$ cat config.mk
export PLATFORM = sky130hd
export DESIGN_NAME = sram_port_arbiter
export DESIGN_NICKNAME = d
export VERILOG_FILES = /design/src/rtl/sram_arb_pkg.sv /design/src/rtl/sram_arb_rsp_skid.sv /design/src/rtl/sram_port_arbiter.sv
export SDC_FILE = /design/constraint.sdc
export NUM_CORES = 1
export LEC_CHECK = 0
export ABC_AREA = 1
export CORE_ASPECT_RATIO = 0.75
export CORE_MARGIN = 5
export CORE_UTILIZATION = 30
export CTS_CLUSTER_DIAMETER = 80
export DETAILED_ROUTE_END_ITERATION = 6
export HOLD_SLACK_MARGIN = 0.05
export PLACE_DENSITY = 0.76
export RECOVER_POWER = 100
export SYNTH_ARGS = -nofsm -noshare
export SYNTH_HDL_FRONTEND = slang
export SYNTH_HIERARCHICAL = 1
export SYNTH_SLANG_ARGS = --single-unit
$ cat constraint.sdc
create_clock -name CLK -period 2.1 [get_ports CLK]
set_clock_uncertainty 0.2 [all_clocks]
set_input_delay 0.63 -clock CLK [delete_from_list [all_inputs] [get_ports CLK]]
set_output_delay 0.63 -clock CLK [all_outputs]
set_load 0.1 [all_outputs]
$ cat src/rtl/sram_arb_pkg.sv
// rtl/sram_arb_pkg.sv - shared widths and port index type for the SRAM port arbiter
package sram_arb_pkg;

  localparam int SRAM_ADDR_W = 10;
  localparam int SRAM_DATA_W = 32;

  typedef enum logic {
    PORT_A = 1'b0,
    PORT_B = 1'b1
  } port_idx_e;

  // Round-robin hand-off: the port that just won yields priority to the other one.
  function automatic port_idx_e other_port(input port_idx_e p);
    return (p == PORT_A) ? PORT_B : PORT_A;
  endfunction

endpackage

$ cat src/rtl/sram_arb_rsp_skid.sv
// rtl/sram_arb_rsp_skid.sv - per-port read response path: in-flight flag, one-entry hold, bypass mux
module sram_arb_rsp_skid #(
  parameter int DATA_W = 32
) (
  input  logic              clk,
  input  logic              rst_n,
  input  logic              rd_grant,
  input  logic              rsp_ready,
  input  logic [DATA_W-1:0] sram_dout,
  output logic              rsp_valid,
  output logic [DATA_W-1:0] rsp_rdata,
  output logic              rd_eligible
);

  logic              inflight;
  logic              hold_valid;
  logic [DATA_W-1:0] hold_data;

  // The macro returns data exactly one cycle after the access; capture it only if the consumer stalls.
  always_ff @(posedge clk) begin
    if (!rst_n) begin
      inflight   <= 1'b0;
      hold_valid <= 1'b0;
      hold_data  <= '0;
    end else begin
      inflight <= rd_grant;
      if (inflight && !rsp_ready) begin
        hold_valid <= 1'b1;
        hold_data  <= sram_dout;
      end else if (hold_valid && rsp_ready) begin
        hold_valid <= 1'b0;
      end
    end
  end

  // Present held data when parked, otherwise bypass the macro output; a new read may issue
  // only when nothing is parked and any in-flight response is being taken this cycle.
  always_comb begin
    rsp_valid   = inflight | hold_valid;
    rsp_rdata   = hold_valid ? hold_data : (inflight ? sram_dout : '0);
    rd_eligible = !hold_valid && (!inflight || rsp_ready);
  end

endmodule

$ cat src/rtl/sram_port_arbiter.sv
// rtl/sram_port_arbiter.sv - two-port arbiter for a single-port SRAM macro; SRAM_ARB_RR_EN selects round-robin, else port a fixed priority
module sram_port_arbiter
  import sram_arb_pkg::*;
#(
  parameter int ADDR_W = SRAM_ADDR_W,
  parameter int DATA_W = SRAM_DATA_W
) (
  input  logic              CLK,
  input  logic              RST_N,
  input  logic              req_valid_a,
  output logic              req_ready_a,
  input  logic              req_we_a,
  input  logic [ADDR_W-1:0] req_addr_a,
  input  logic [DATA_W-1:0] req_wdata_a,
  input  logic [DATA_W-1:0] req_bm_a,
  output logic              rsp_valid_a,
  input  logic              rsp_ready_a,
  output logic [DATA_W-1:0] rsp_rdata_a,
  input  logic              req_valid_b,
  output logic              req_ready_b,
  input  logic              req_we_b,
  input  logic [ADDR_W-1:0] req_addr_b,
  input  logic [DATA_W-1:0] req_wdata_b,
  input  logic [DATA_W-1:0] req_bm_b,
  output logic              rsp_valid_b,
  input  logic              rsp_ready_b,
  output logic [DATA_W-1:0] rsp_rdata_b,
  output logic [ADDR_W-1:0] sram_addr,
  output logic [DATA_W-1:0] sram_din,
  output logic [DATA_W-1:0] sram_bm,
  output logic              sram_men,
  output logic              sram_wen,
  output logic              sram_ren,
  input  logic [DATA_W-1:0] sram_dout
);

  logic rd_ok_a, rd_ok_b;
  logic elig_a, elig_b;
  logic gnt_a, gnt_b;

  assign elig_a = req_valid_a && (req_we_a || rd_ok_a);
  assign elig_b = req_valid_b && (req_we_b || rd_ok_b);

`ifdef SRAM_ARB_RR_EN
  port_idx_e ptr;

  // Priority passes to the other port after every grant so continuous contention alternates.
  always_ff @(posedge CLK) begin
    if (!RST_N) begin
      ptr <= PORT_A;
    end else if (gnt_a || gnt_b) begin
      ptr <= other_port(gnt_a ? PORT_A : PORT_B);
    end
  end
`endif

  // Single grant per cycle; held off during reset so every output reads zero.
  always_comb begin
    gnt_a = 1'b0;
    gnt_b = 1'b0;
    if (RST_N) begin
      if (elig_a && elig_b) begin
`ifdef SRAM_ARB_RR_EN
        if (ptr == PORT_A) gnt_a = 1'b1;
        else               gnt_b = 1'b1;
`else
        gnt_a = 1'b1;
`endif
      end else begin
        gnt_a = elig_a;
        gnt_b = elig_b;
      end
    end
  end

  assign req_ready_a = gnt_a;
  assign req_ready_b = gnt_b;

  // Steer the winning request onto the macro pins; everything idles at zero without a grant.
  always_comb begin
    sram_men  = 1'b0;
    sram_wen  = 1'b0;
    sram_ren  = 1'b0;
    sram_addr = '0;
    sram_din  = '0;
    sram_bm   = '0;
    if (gnt_a) begin
      sram_men  = 1'b1;
      sram_addr = req_addr_a;
      sram_wen  = req_we_a;
      sram_ren  = !req_we_a;
      sram_din  = req_we_a ? req_wdata_a : '0;
      sram_bm   = req_we_a ? req_bm_a : '0;
    end else if (gnt_b) begin
      sram_men  = 1'b1;
      sram_addr = req_addr_b;
      sram_wen  = req_we_b;
      sram_ren  = !req_we_b;
      sram_din  = req_we_b ? req_wdata_b : '0;
      sram_bm   = req_we_b ? req_bm_b : '0;
    end
  end

  sram_arb_rsp_skid #(.DATA_W(DATA_W)) u_skid_a (
    .clk        (CLK),
    .rst_n      (RST_N),
    .rd_grant   (gnt_a && !req_we_a),
    .rsp_ready  (rsp_ready_a),
    .sram_dout  (sram_dout),
    .rsp_valid  (rsp_valid_a),
    .rsp_rdata  (rsp_rdata_a),
    .rd_eligible(rd_ok_a)
  );

  sram_arb_rsp_skid #(.DATA_W(DATA_W)) u_skid_b (
    .clk        (CLK),
    .rst_n      (RST_N),
    .rd_grant   (gnt_b && !req_we_b),
    .rsp_ready  (rsp_ready_b),
    .sram_dout  (sram_dout),
    .rsp_valid  (rsp_valid_b),
    .rsp_rdata  (rsp_rdata_b),
    .rd_eligible(rd_ok_b)
  );

endmodule

======== Word level (Yosys, flattened, before mapping) ========
Index checks and enable logic that the tools add are counted.
Widths: inputs -> output; s select.
cells by class
  reductions and logical operators ........ 25
  bitwise gates (word level) .............. 2
  mux-type cells .......................... 28
operators with widths
  operator           number
  $mux 32            12
  $mux 10            2
  $mux 1             14
  $logic_and 1x1->1  11
  $logic_not 1->1    8
  $logic_or 1x1->1   4
  $reduce_bool 2->1  2
  $or 1x1->1         2
storage, ports and cells
  word-level logic and storage cells ...... 61
  output and inout port bits .............. 145
  input bits .............................. 188
  flip-flop bits (word level) ............. 68

======== Longest topological paths before layout ========
Gate-level depths: netlist of the first run.
  depth in word-level cells ............... 10
  gate-level depth with buffers ........... 11

======== By module ========
Netlist of the first run, hierarchy kept.
modules (own cells, without submodules)
  module             cells an instance  seq. area each (um2)  instances  area each (um2)
  sram_arb_rsp_skid  291                680.7                 2          1784.2
  sram_port_arbiter  548                0.0                   1          2374.8

======== Worst setup path after synthesis of the first run ========
Ideal clock, no wire load.
  path kind ............................... reg-to-output
  from .................................... reg u_skid_a.hold_valid
  to ...................................... out rsp_rdata_a[10]
  arrival time ............................ 2.727 ns
  cell stages (with the launch flop) ...... 4
  setup slack ............................. -1.457 ns
  buffers on the path ..................... 1
  path through ............................ dfxtp_1 inv_2 clkbuf_1 o21ai_0
on the way
  longest elaborated chain between the ends .. 1
ends and longest elaborated chain
  element                   line                     text
  start: declaration        sram_arb_rsp_skid.sv:16  logic hold_valid;
  start signal: assignment  sram_arb_rsp_skid.sv:23  hold_valid <= 1'b0;
  start signal: assignment  sram_arb_rsp_skid.sv:28  hold_valid <= 1'b1;
  start signal: assignment  sram_arb_rsp_skid.sv:31  hold_valid <= 1'b0;
  $mux 32                   sram_arb_rsp_skid.sv:40  rsp_rdata = hold_valid ? hold_data : (inflight ? sram_dout : '0);
  end: declaration          sram_port_arbiter.sv:18  output logic [DATA_W-1:0] rsp_rdata_a,
No other way between the ends.

======== Worst setup path in the final report of the first run ========
  from .................................... reg u_skid_a.inflight
  to ...................................... out sram_bm[25]
on the way
  longest elaborated chain between the ends .. 10
ends and longest elaborated chain
  element                   line                     text
  start: declaration        sram_arb_rsp_skid.sv:15  logic inflight;
  start signal: assignment  sram_arb_rsp_skid.sv:26  inflight <= rd_grant;
  $logic_not 1->1 *         sram_arb_rsp_skid.sv:41  rd_eligible = !hold_valid && (!inflight || rsp_ready);
  $logic_or 1x1->1 *        sram_arb_rsp_skid.sv:41
  $logic_and 1x1->1 *       sram_arb_rsp_skid.sv:41
  via rd_ok_a               sram_port_arbiter.sv:37  logic rd_ok_a, rd_ok_b;
  $logic_or 1x1->1 *        sram_port_arbiter.sv:41  assign elig_a = req_valid_a && (req_we_a || rd_ok_a);
  $logic_and 1x1->1 *       sram_port_arbiter.sv:41
  $logic_and 1x1->1         sram_port_arbiter.sv:62  if (elig_a && elig_b) begin
  $mux 1                    sram_port_arbiter.sv:62
  $mux 1                    sram_port_arbiter.sv:61  if (RST_N) begin
  $mux 32                   sram_port_arbiter.sv:94  end else if (gnt_b) begin
  $mux 32 *                 sram_port_arbiter.sv:87  if (gnt_a) begin
  end: declaration          sram_port_arbiter.sv:30  output logic [DATA_W-1:0] sram_bm,
The timed path passes the listed nets; every way through them passes the cells marked *.

==> impl_metrics.csv, run 1 <==
group,metric,value,unit
layout,final_common_cell,"nand2_1",
die,die_h,132,um
setup_path,cp_max_fo,5,
clocking,cts_root_buffer,"clkbuf_16",
flow_run,maxCapViolations,0,
setup_path,timing.rr.start,"u_skid_a/inflight",
timing,period_needed,2870,ps
power,peakVddDrop,0.338,mV
die,ios,333,
min_path,hold_start,"u_skid_b/hold_data[30]",
setup_path,reg2reg_slack,-10,ps
layout,final_cells,1785,
synth,synth_cells,1130,
setup_path,cp-end-kind,"output port",
layout,fin_util,82.9,%
synth,ys_ff_latch,68,
routing,ant_nets,0,
routing,wire_per_inst,23.8,um
routing,drtIter0Drc,914,
clocking,clk_pin_slew_worst_paths,60,ps
placement,gp_congestion,0.885,
global_route,grt_antenna_before_repair,2,
run_status,violations,"negative setup slack",
layout,layout_common_cells,"260 x nand2_1, 184 x inv_1, 175 x buf_12, 150 x clkdlybuf4s50_1, 131 x nor2_1",
clocking,cts_buffers,9,
power,power.density,361,nW/um^2
timing,timing.slew.headroom,42.6,%
power,cellLeakagePower,7.19,nW
global_route,grt_start_max_net_pins,69,
routing,first_pass_iters,5,
setup_path,cp_data_arrival_time,2040,ps
min_path,min_to,"u_skid_b/hold_data[30]",
timing,period_share,137,%
run_status,outcome,"complete, but fails checks",
timing,setup_ws,-773,ps
die,fp-row-count,44,
timing,slew_violations,0,
setup_path,rr_endpoint,"u_skid_a/inflight",
clocking,clk-insertion-delay-late,330,ps
global_route,grt.total_usage,31.7,%
setup_path,crit_path_max_incr_delay,360,ps
routing,vias,9759,
setup_path,startpoint_type,"flop",
die,die_area,22800,um^2
clocking,cts_sinks,68,
routing,drc,0,
die,fp.dieW,173,um
timing,setup_viol,146,
setup_path,crit_path_cell_trace,"inv_2 -> nor2_4 -> nor2_4 -> o21ai_4 -> buf_4 -> buf_12 -> clkbuf_16 -> nand3_2 -> nand2_4 -> buf_12",
die,core,19400,um^2
setup_path,crit_path_start,"u_skid_a/inflight",
timing,max_freq,0.348,GHz
routing,wl,42500,um
clocking,cts_max_path_buffers,2,
timing,worstMarginPinSlew,860,ps
global_route,overflow,0,
clocking,cts_tree,"done",
synth,yosysWarnings,6,
synth,yosysSeqAreaShare,22.9,%
setup_path,cp_slowest_cell,"dfxtp_2",
setup_path,cp.required,1270,ps
setup_path,reg2reg_depth,14,
global_route,grt_pass1_vias,9810,
timing,hold_viol,0,
synth,syn-num-nets,1318,
synth,syn_avg_cell_area,5.26,um^2
setup_path,worstSetupPathType,"reg -> out",
global_route,grt_pass1_wl,57800,um
timing,whs,325,ps
clocking,ctsHoldBuffers,0,
layout,drive_above_1_share,42.4,%
synth,syn_area,5940,um^2
placement,dp_cells,1708,
placement,dp_hpwl,20400,um
timing,rsz0062_at_grt,"yes",
power,power,5.81,mW
placement,io_buffers,332,
synth,synth.distinct_cells,17,
clocking,htreeDepth,3,
routing,vias_per_cell,5.47,
die,initial_core_util,30.6,%
min_path,hold-path-cell-count,2,
layout,layout.nets,1712,
layout,area_delta_synth_final,171,%
min_path,worstHoldPathType,"reg -> reg",
logic make-up after synthesis:
family	count (synthesis)	synth area share, %
AO/OA/AOI/OAI	64	5.58
flip-flops	68	22.9
AND/OR/NAND/NOR	701	49.2
buffers and inverters	297	22.3
stage by stage:
stage	setup slack, ps	instance area, um^2	TNS (ps)
3_3_place_gp	-1120	13000	-106610
2_1_floorplan	-360	7680	-24690
5_1_grt	-783	16100	-84770
4_1_cts	-608	15500	-65370
6_report	-773	16100	-80240
3_5_place_dp	-1100	13000	-105880
worst max-delay path by stage:
stage | end | slack, ps | cells past startpoint
6_report | sram_bm[25] | -770 | 10
5_1_grt | sram_bm[25] | -780 | 10
4_1_cts | sram_din[6] | -610 | 10
3_5_place_dp | sram_bm[4] | -1100 | 9
3_3_place_gp | sram_bm[14] | -1120 | 9
2_1_floorplan | req_ready_a | -360 | 6
metal layers:
metal | vias to the layer above | global-route usage [%] | part of all wire [%]
li1 | 4215 | - | -
met1 | 4622 | 36.7 | 35
met2 | 668 | 54.0 | 48
met3 | 254 | 7.17 | 8.1
met4 | 0 | 18.3 | 8.6
met5 | - | 0 | 0
critical path: cells and delay by family, from the launching register on:
family                 cells  cell delay [ps]
AND/OR/NAND/NOR            4              420
AO/OA/AOI/OAI              1              180
buffers and inverters      5              720
flip-flops                 1              360
power by group:
group / leakage, nW / switching, mW / total, mW / internal [mW]
sequential: 0.552 / 0.00956 / 1.32 / 1.31
clock: 0.151 / 0.584 / 1.63 / 1.04
combinational: 6.49 / 1.69 / 2.87 / 1.18
total: 7.19 / 2.28 / 5.81 / 3.53
cells in the mapped netlist:
master,instances,area [um^2]
buf_6,14,158
o21ai_0,60,300
o21ai_1,3,15.0
nor2_1,139,522
inv_2,4,15.0
nand2_1,340,1280
dfxtp_1,68,1360
nand2_4,2,22.5
clkbuf_1,9,33.8
buf_4,12,90.1
buf_1,4,15.0
clkinv_1,17,63.8
o21ai_4,1,16.3
inv_1,188,706
buf_2,49,245
nor2_2,2,12.5
nand3_1,218,1090
registers in the layout, indices dropped and copies added, names as in the netlist:
signal,flops
u_skid_b/inflight,1
u_skid_a/inflight,1
u_skid_a/hold_data,32
u_skid_b/hold_data,32
u_skid_a/hold_valid,1
u_skid_b/hold_valid,1
timing repair:
| item | in CTS | in global routing |
|---|---|---|
| resized for setup | 297 | 70 |
| pin swaps | 47 | 51 |
| gates cloned | 27 | 7 |
| buffers inserted | 23 | 6 |
| setup endpoints to repair | 147 | 145 |
| hold endpoints to repair | 0 | 0 |
area by class of cell:
| cell class | instances | area [um^2] |
|---|---|---|
| multi-input combinational | 765 | 6360 |
| clock buffer | 12 | 236 |
| tap | 253 | 317 |
| timing repair buffer | 470 | 6910 |
| timing repair inverter | 1 | 16.3 |
| clock inverter | 4 | 73.8 |
| fill | 918 | 3320 |
| sequential | 68 | 1370 |
| inverter | 209 | 822 |
| antenna | 3 | 7.51 |
Power figures use the tool's default switching activity.
==> run 2: changes to the inputs <==
CORE_UTILIZATION = 36   (was 30)
PLACE_DENSITY = 0.87   (was 0.76)
==> impl_metrics.csv, run 2 <==
group,metric,value,unit
run_status,outcome,"aborted with a tool error",
run_status,haltStage,"global routing (5_1_grt)",
run_status,error,"[ERROR DPL-0038] Utilization greater than 100%, impossible to legalize",
die,fp-row-count,40,
timing,worst_endpoint_kind,"primary output",
synth,synth.area.top_cells,"dfxtp_1 23%, nand2_1 21%, nand3_1 18%, inv_1 12%, nor2_1 8.8%",
synth,syn-num-nets,1318,
global_route,grt_start_max_net_pins,38,
synth,synthMuxAreaShare,0,%
synth,synth_cells,1130,
synth,synth_top_family_by_area,"simple AND/OR/NAND/NOR gates",
synth,ys_async_sr_fraction,0,%
timing,crit_endpoint,"sram_addr[5]",
synth,yosys.area_share.simple,49.2,%
synth,syn_area,5940,um^2
synth,synth-adder-area-share,0,%
clocking,cts_buffers,9,
placement,io_buffers,332,
clocking,cts_max_path_buffers,2,
clocking,cts_root_buffer,"clkbuf_16",
synth,synth_xor_area_share,0,%
synth,syn_avg_cell_area,5.26,um^2
synth,ys_ff_latch,68,
clocking,cts_sinks,68,
synth,synth_top_area_share,22.9,%
synth,synth_edf_count,0,
synth,yosys_most_used_dff,"dfxtp_1",
synth,synth_area_leader_cell,"dfxtp_1",
synth,yosysWarnings,6,
die,ios,333,
die,die_h,121,um
synth,synth_commonest_cells,"340 x nand2_1, 218 x nand3_1, 188 x inv_1",
synth,synth.distinct_cells,17,
synth,yosysSeqAreaShare,22.9,%
clocking,ctsHoldBuffers,0,
placement,gp_congestion,0.888,
die,fp.dieW,158,um
clocking,htreeDepth,3,
die,initial_core_util,36.9,%
placement,dp_hpwl,21900,um
synth,synth_compound_area_share,5.58,%
synth,synth.most_common_cell,"nand2_1",
[run 2: repair_timing]
item	CTS
setup buffers	35
gates cloned	27
pin swaps	58
endpoints found under the setup margin	145
resized for setup	251
hold endpoints to repair	0
[run 2: cell families after synthesis]
group,after synthesis
flip-flops,68
AND/OR/NAND/NOR,701
buffers and inverters,297
AO/OA/AOI/OAI,64
[run 2: metrics by stage]
step	setup TNS (ps)	area (um^2)	setup slack, ps	std cells
4_1_cts	-68740	15400	-632	1741
3_5_place_dp	-100970	13000	-1080	1666
3_3_place_gp	-98120	13000	-1050	1666
2_1_floorplan	-24690	7680	-360	1130
==> run 3: changes to the inputs <==
CORE_ASPECT_RATIO = unset   (was 0.75)
CORE_UTILIZATION = 23   (was 36)
CTS_CLUSTER_DIAMETER = unset   (was 80)
HOLD_SLACK_MARGIN = unset   (was 0.05)
PLACE_DENSITY = unset   (was 0.87)
PLACE_DENSITY_LB_ADDON = 0.15   (was unset)
clock period = 2.7 ns   (was 2.1 ns; I/O delays follow)
==> impl_metrics.csv, run 3 (same netlist as run 1, synthesis figures left out) <==
group,metric,value,unit
die,die_h,171,um
layout,top_regs,"u_skid_a/hold_data: 32 flops, u_skid_b/hold_data: 32 flops",
placement,dp_hpwl,20900,um
global_route,grt_start_max_net_pins,66,
placement,io_buffers,332,
global_route,overflow,0,
global_route,grt.total_usage,19.4,%
routing,drtIter0Drc,392,
timing,period_share,117,%
power,power.density,294,nW/um^2
setup_path,worstSetupPathType,"in -> out",
setup_path,crit_path_cell_trace,"buf_8 -> nor2_4 -> nor2_4 -> buf_6 -> o21ai_4 -> buf_8 -> buf_6 -> buf_12 -> buf_16 -> nand3_2 -> nand2_4 -> buf_12",
layout,final_cells,1842,
routing,wire_per_inst,16.4,um
timing,slew_violations,0,
die,fp.dieW,171,um
clocking,cts_buffers,9,
clocking,cts_root_buffer,"clkbuf_16",
layout,area_delta_synth_final,137,%
layout,final.fill_count,2356,
timing,period_needed,3170,ps
global_route,grt_antenna_before_repair,1,
die,ios,333,
routing,vias,8218,
layout,fin_util,55.6,%
timing,hold_viol,0,
timing,worstMarginPinSlew,1440,ps
timing,whs,297,ps
timing,setup_viol,79,
global_route,grt_pass1_vias,8154,
run_status,violations,"negative setup slack",
min_path,worstHoldPathType,"reg -> reg",
clocking,cts_sinks,68,
clocking,clk-insertion-delay-late,340,ps
layout,drive_above_1_share,35.1,%
layout,layout_common_cells,"261 x nand2_1, 187 x inv_1, 169 x buf_12, 148 x clkdlybuf4s50_1, 132 x nor2_1",
setup_path,cp_max_fo,8,
global_route,grt_pass1_wl,44600,um
clocking,clk_pin_slew_worst_paths,50,ps
power,power,4.14,mW
routing,drc,0,
placement,dp_cells,1787,
run_status,outcome,"complete, but fails checks",
setup_path,startpoint_type,"input pin",
setup_path,cp-end-kind,"output port",
layout,final_common_cell,"nand2_1",
layout,layout.nets,1693,
placement,gp_congestion,0.916,
timing,timing.slew.headroom,3.94,%
setup_path,cp_data_arrival_time,2160,ps
power,peakVddDrop,0.304,mV
layout,fin_area,14100,um^2
routing,wl,30100,um
routing,ant_nets,0,
clocking,cts_max_path_buffers,2,
timing,max_freq,0.316,GHz
setup_path,cp_slowest_cell,"buf_12",
routing,vias_per_cell,4.46,
routing,first_pass_iters,4,
power,cellLeakagePower,6.72,nW
die,fp-row-count,58,
die,initial_core_util,23.5,%
flow_run,maxCapViolations,0,
placement,placed_area,12100,um^2
setup_path,crit_path_max_incr_delay,170,ps
timing,fin_setup_tns,-29940,ps
die,die_area,29200,um^2
die,core,25300,um^2
placement,post-place-ws,-872,ps
clocking,cts_tree,"done",
setup_path,cp.required,1690,ps
timing,setup_ws,-465,ps
clocking,htreeDepth,3,
timing,rsz0062_at_grt,"yes",
run 3: layer usage:
layer  routed length (um)  GRT usage, %
met3                 2610          7.16
met4                  693          5.03
met1                11400          21.2
met2                15400          35.3
met5                   13             0
run 3: worst paths after layout:
kind	from	end	slack (ps)	cells after the start
max	rsp_ready_a	sram_din[23]	-470	12
min	u_skid_b/hold_data[30]	u_skid_b/hold_data[30]	300	2
min reg2reg	u_skid_b/hold_data[30]	u_skid_b/hold_data[30]	300	2
max reg2reg	u_skid_a/inflight	u_skid_b/inflight	820	13
run 3: timing repair:
| item | in CTS | in global routing |
|---|---|---|
| setup buffers | 19 | 3 |
| resized for setup | 214 | 58 |
| pin swaps | 36 | 16 |
| hold buffers | 0 | 0 |
| cloned | 10 | 7 |
| endpoints found under the setup margin | 143 | 113 |
run 3: worst max-delay path, delay by kind of cell:
family	cells	cell delay [ps]
buffers and inverters	7	860
AND/OR/NAND/NOR	4	340
AO/OA/AOI/OAI	1	130
run 3: cell type report:
class                      count  area, um^2  share of cell area [%]
antenna                        2        5.00                  0.0355
clock buffer                  10         229                    1.63
clock inverter                 6        65.1                   0.462
inverter                     209         801                    5.69
multi-input combinational    765        4900                    34.8
sequential                    68        1360                    9.68
tap                          330         413                    2.93
timing repair buffer         452        6310                    44.8
run 3: power by group:
group	total (mW)	internal (mW)	switching [mW]
Combinational	1.93	0.821	1.11
Clock	1.18	0.715	0.466
Sequential	1.03	1.02	0.00491
==> RTL edit 1 (config.mk and constraints of run 3) <==
Set the package constant `SRAM_DATA_W` to 16 (it was 32).
--- a/src/rtl/sram_arb_pkg.sv
+++ b/src/rtl/sram_arb_pkg.sv
@@ -3,5 +3,5 @@
 
   localparam int SRAM_ADDR_W = 10;
-  localparam int SRAM_DATA_W = 32;
+  localparam int SRAM_DATA_W = 16;
 
   typedef enum logic {
Interface: changed (9 resized); port bits go from 333 to 189. No check against the original RTL was run, so the function may have changed too.
==> RTL edit 1 against run 3 <==
- sequential power decreased by 47%
- global-route usage decreased by 2.0 points
- setup slack improved by 0.036 ns
- synthesized cell count decreased by 46%
- synthesized area decreased by 45%
- register-to-register slack improved by 0.13 ns
- sequential share of layout area decreased by 0.74 points
- total power decreased by 44%
- die area decreased by 43%
- wire length decreased by 52%
- sequential cell count decreased by 32
- combinational power decreased by 38%
- final area decreased by 43%
- first-iteration DRC count decreased by 53%
- the run still ends with setup timing left
==> RTL edit 1: results <==
{
  "status": "complete, but fails checks",
  "violations": "setup timing",
  "async_flop_share_pct": 0,
  "clk_pin_slew_ns": 0.05,
  "grtUsageTotal_pct": 17.4,
  "dr.pass1.iters": 4,
  "synth.area.top_cells": "dfxtp_1 (22%), nand2_1 (20%), nand3_1 (19%)",
  "synth_commonest_cells": "nand2_1 (173), nand3_1 (122), inv_1 (109)",
  "fin_nets": 933,
  "grt_pass1_vias": 4569,
  "cts-root-buf": "clkbuf_16",
  "drive_gt1_share_pct": 39.2,
  "grt_pass1_wl_mm": 23.3,
  "fin_cells": 1008,
  "insertion_delay_ns": 0.28,
  "peakVddDrop_v": 0.000194,
  "dp_hpwl_mm": 10.8,
  "synth_edf_count": 0,
  "ctsHoldBuffers": 0,
  "yosysWarnings": 6,
  "slew_headroom_pct": 50.0,
  "cts-htree-levels": 2,
  "antenna_found_initial": 3,
  "ys.flop_type": "dfxtp_1",
  "largest_registers": "u_skid_a/hold_data: 16 flops, u_skid_b/hold_data: 16 flops",
  "leakage_uw": 0.00370,
  "routabilityCongestion": 0.805,
  "cp.arrival_ns": 2.12,
  "yosysSeqAreaShare_pct": 22.1,
  "setup_violations": 48,
  "synthDistinctLibCells": 17,
  "pre_cts_ws_ns": -0.892,
  "grt_max_degree": 37,
  "routed_wl_mm": 14.5,
  "vias": 4467,
  "setup_ws_ns": -0.429,
  "dp.cells": 979,
  "p_sw_uw": 904,
  "cp_max_fo": 5,
  "cts_made_buffers": 5,
  "portBuffers": 188,
  "synth_fp_nets": 716,
  "clock_path_buffers": 2,
  "hold_path_class": "reg2reg",
  "avgSynthCellArea_um2": 5.37,
  "drt_iter0_markers": 186
}
-- RTL edit 1: metrics by stage --
| stage | cell area, um^2 | setup TNS [ns] |
|---|---|---|
| floorplan | 4360 | -11.76 |
| global placement | 7380 | -41.00 |
| detailed placement | 7380 | -42.69 |
| CTS | 8220 | -16.87 |
| global route | 8070 | -21.02 |
| finish | 8070 | -17.96 |
-- RTL edit 1: layout make-up --
class | count | area, um^2
fillers | 1242 | 5820
repair buffers | 256 | 3300
multi-input cells | 413 | 3240
flip-flops and latches | 36 | 721
inverters | 113 | 428
well taps | 180 | 225
clock buffers | 6 | 139
clock inverters | 2 | 10.0
diodes | 2 | 5.00
-- RTL edit 1: cell families (layout without fill, tap and decap cells) --
group / count (synthesis) / count (layout) / synth area share, %
other cells: 0 / 2 / 0
buf+inv: 159 / 377 / 23.1
flops: 36 / 36 / 22.1
compound gates: 32 / 32 / 5.02
simple gates: 381 / 381 / 49.8
-- RTL edit 1: power by group through the flow --
stage               sequential [uW]  clock, uW  combinational, uW
floorplan                       555          0                625
global placement                555          0               1080
detailed placement              555          0               1090
CTS                             544        594               1200
global route                    545        623               1250
finish                          544        575               1190
-- RTL edit 1: layer usage --
| layer | vias up | part of all wire (%) | global-route usage (%) |
|---|---|---|---|
| li1 | 2274 | - | - |
| met1 | 2026 | 37 | 19.3 |
| met2 | 152 | 52 | 31.6 |
| met3 | 13 | 9.6 | 6.39 |
| met4 | 2 | 0.96 | 4.01 |
| met5 | - | 0.090 | 0 |
-- RTL edit 1: path summary, 6_finish.rpt --
path,start,endpoint,slack (ns),depth (start not counted)
hold / removal,u_skid_a/hold_data[14]$_SDFFE_PN0P_,u_skid_a/hold_data[14]$_SDFFE_PN0P_,0.29,2
setup reg to reg,u_skid_b/inflight$_SDFF_PN0_,u_skid_b/hold_data[10]$_SDFFE_PN0P_,0.95,4
setup / recovery,rsp_ready_a,sram_din[2],-0.43,10
hold reg to reg,u_skid_a/hold_data[14]$_SDFFE_PN0P_,u_skid_a/hold_data[14]$_SDFFE_PN0P_,0.29,2
-- RTL edit 1: what timing repair did --
| item | CTS | global route |
|---|---|---|
| pin swaps | 58 | 21 |
| resized for setup | 115 | 13 |
| setup endpoints to repair | 79 | 47 |
| cloned | 6 | 1 |
| buffers inserted | 15 | 0 |
-- RTL edit 1: worst max-delay path, cell delays in order --
cell and delay [ns]:
buf_8 0.10, nor2_4 0.12, nor2_4 0.05, buf_6 0.12, o21ai_4 0.22, buf_8 0.19, clkbuf_16 0.18, nand3_4 0.09
nand2_8 0.07, buf_12 0.16
==> RTL edit 2 (flow settings as in run 3) <==
Made on the original files. Add a define of `SRAM_ARB_RR_EN`.
--- a/src/rtl/sram_port_arbiter.sv
+++ b/src/rtl/sram_port_arbiter.sv
@@ -1,3 +1,5 @@
 // rtl/sram_port_arbiter.sv - two-port arbiter for a single-port SRAM macro; SRAM_ARB_RR_EN selects round-robin, else port a fixed priority
+`define SRAM_ARB_RR_EN
+
 module sram_port_arbiter
   import sram_arb_pkg::*;
Behaviour: not the same (Yosys sat finds a counterexample within 4 cycles, from zero or initial values and one cycle with RST_N low).
==> RTL edit 2 against run 3 <==
- the run ends with capacitance limit, slew limit, setup timing left
- wire length increased by 1.0%
- final area is 3.9% higher
- synthesized area down 0.40%
- total power increased by 7.4%
- setup slack better by 0.077 ns
- combinational power increased by 11%
- via count is 1.1% higher
- sequential cell count is 1 higher
- critical endpoint is now sram_din[19]
- largest cell class unchanged
==> RTL edit 2: results <==
{
  "antenna_found_initial": 3,
  "setup_violations": 79,
  "cp.arrival_ns": 2.08,
  "max-cap-violations": 1,
  "violations": "capacitance limit, slew limit, setup timing",
  "dr.pass1.iters": 5,
  "drt_iter0_markers": 411,
  "worst_r2r_path_depth": 12,
  "synth_fp_nets": 1325,
  "grt_max_degree": 70,
  "dp_hpwl_mm": 21.4,
  "leakage_uw": 0.00684,
  "cp_slowest_stage_delay_ns": 0.19,
  "finalMaxSlewViolations": 70,
  "status": "complete, but fails checks",
  "drive_gt1_share_pct": 36.2,
  "avgSynthCellArea_um2": 5.21,
  "grt_pass1_vias": 7956,
  "synth_commonest_cells": "nand2_1 (345), nand3_1 (220), inv_1 (208)",
  "grt_pass1_wl_mm": 45.2,
  "nFillCells": 2279,
  "peakVddDrop_v": 0.000279,
  "routabilityCongestion": 0.859,
  "rrSetupSlack_ns": 0.86,
  "vias": 8310,
  "grtUsageTotal_pct": 19.5,
  "setup_ws_ns": -0.388,
  "worst_pin_slew_ns": 1.56,
  "routed_wl_mm": 30.5,
  "pre_cts_ws_ns": -0.980,
  "synthDistinctLibCells": 16,
  "final_area_mm2": 0.0146,
  "yosysSeqAreaShare_pct": 23.3,
  "postPlaceCellArea_mm2": 0.0134
}
## RTL edit 2: cell count changes after synthesis, moves of 4 or more
cell             run 3  this run
buf_1                4         0
clkbuf_1             9        21
clkinv_1            17         0
buf_6               14         6
inv_1              188       208
nand2_1            340       345
## RTL edit 2: how the worst max path moves through the flow
stage                                     start               to  slack, ns  cells after the start
3_5_place_dp                        rsp_ready_b     sram_addr[3]      -0.98                     10
2_1_floorplan  u_skid_a/hold_valid$_SDFFE_PN0P_  rsp_rdata_a[10]      -0.31                      3
5_1_grt                             rsp_ready_a     sram_din[28]      -0.50                     12
3_3_place_gp                        rsp_ready_b     sram_addr[3]      -0.99                     10
6_report                            rsp_ready_a     sram_din[19]      -0.39                     12
4_1_cts                             rsp_ready_a      sram_din[9]      -0.46                     13
## RTL edit 2: layer usage
metal  share of wire [%]  track usage, %  vias up
li1                    -               -     4183
met2                  50            33.4      241
met5               0.043               0        -
met1                  41            24.4     3843
met4                 2.5            4.97        2
met3                 7.2            5.11       41
## RTL edit 2: report_power, final
| group | leakage (uW) | internal [uW] | switching, uW | total [uW] |
|---|---|---|---|---|
| Sequential | 0.000558 | 1040 | 6.18 | 1040 |
| Combinational | 0.00613 | 869 | 1270 | 2140 |
| Clock | 0.000154 | 760 | 503 | 1260 |
| Total | 0.00684 | 2670 | 1780 | 4440 |
## RTL edit 2: logic make-up (layout without fill, tap and decap cells)
| group | count (synthesis) | count (layout) | synth area share (%) |
|---|---|---|---|
| simple gates | 706 | 706 | 49.8 |
| buf+inv | 299 | 672 | 21.5 |
| compound gates | 63 | 63 | 5.33 |
| flops | 69 | 69 | 23.3 |
| other cells | 0 | 2 | 0 |
## RTL edit 2: critical path: cells and delay by family
family        cells  cell delay (ns)
buf+inv           5             0.67
simple gates      7             0.60
## RTL edit 2: area by class of cell
cell class | instances | area share, %
Tap cell | 330 | 2.82
Clock inverter | 6 | 0.530
Sequential cell | 69 | 9.44
Antenna cell | 2 | 0.0342
Clock buffer | 10 | 1.63
Multi-Input combinational cell | 769 | 39.9
Timing Repair Buffer | 443 | 40.1
Inverter | 213 | 5.57
## RTL edit 2: repair_timing
item                       CTS  global route
buffers inserted            12             3
pin swaps                   25            51
setup endpoints to repair  143           119
gates cloned                 4             7
gates resized for setup    158            70
## RTL edit 2: metrics by stage
stage,hold slack (ns),total power (uW),TNS [ns]
floorplan,0.255,2230,-27.57
finish,0.285,4440,-28.12
CTS,0.289,4430,-33.15
detailed placement,0.275,3070,-78.53
global route,0.329,4620,-36.84
global placement,0.263,3060,-77.88
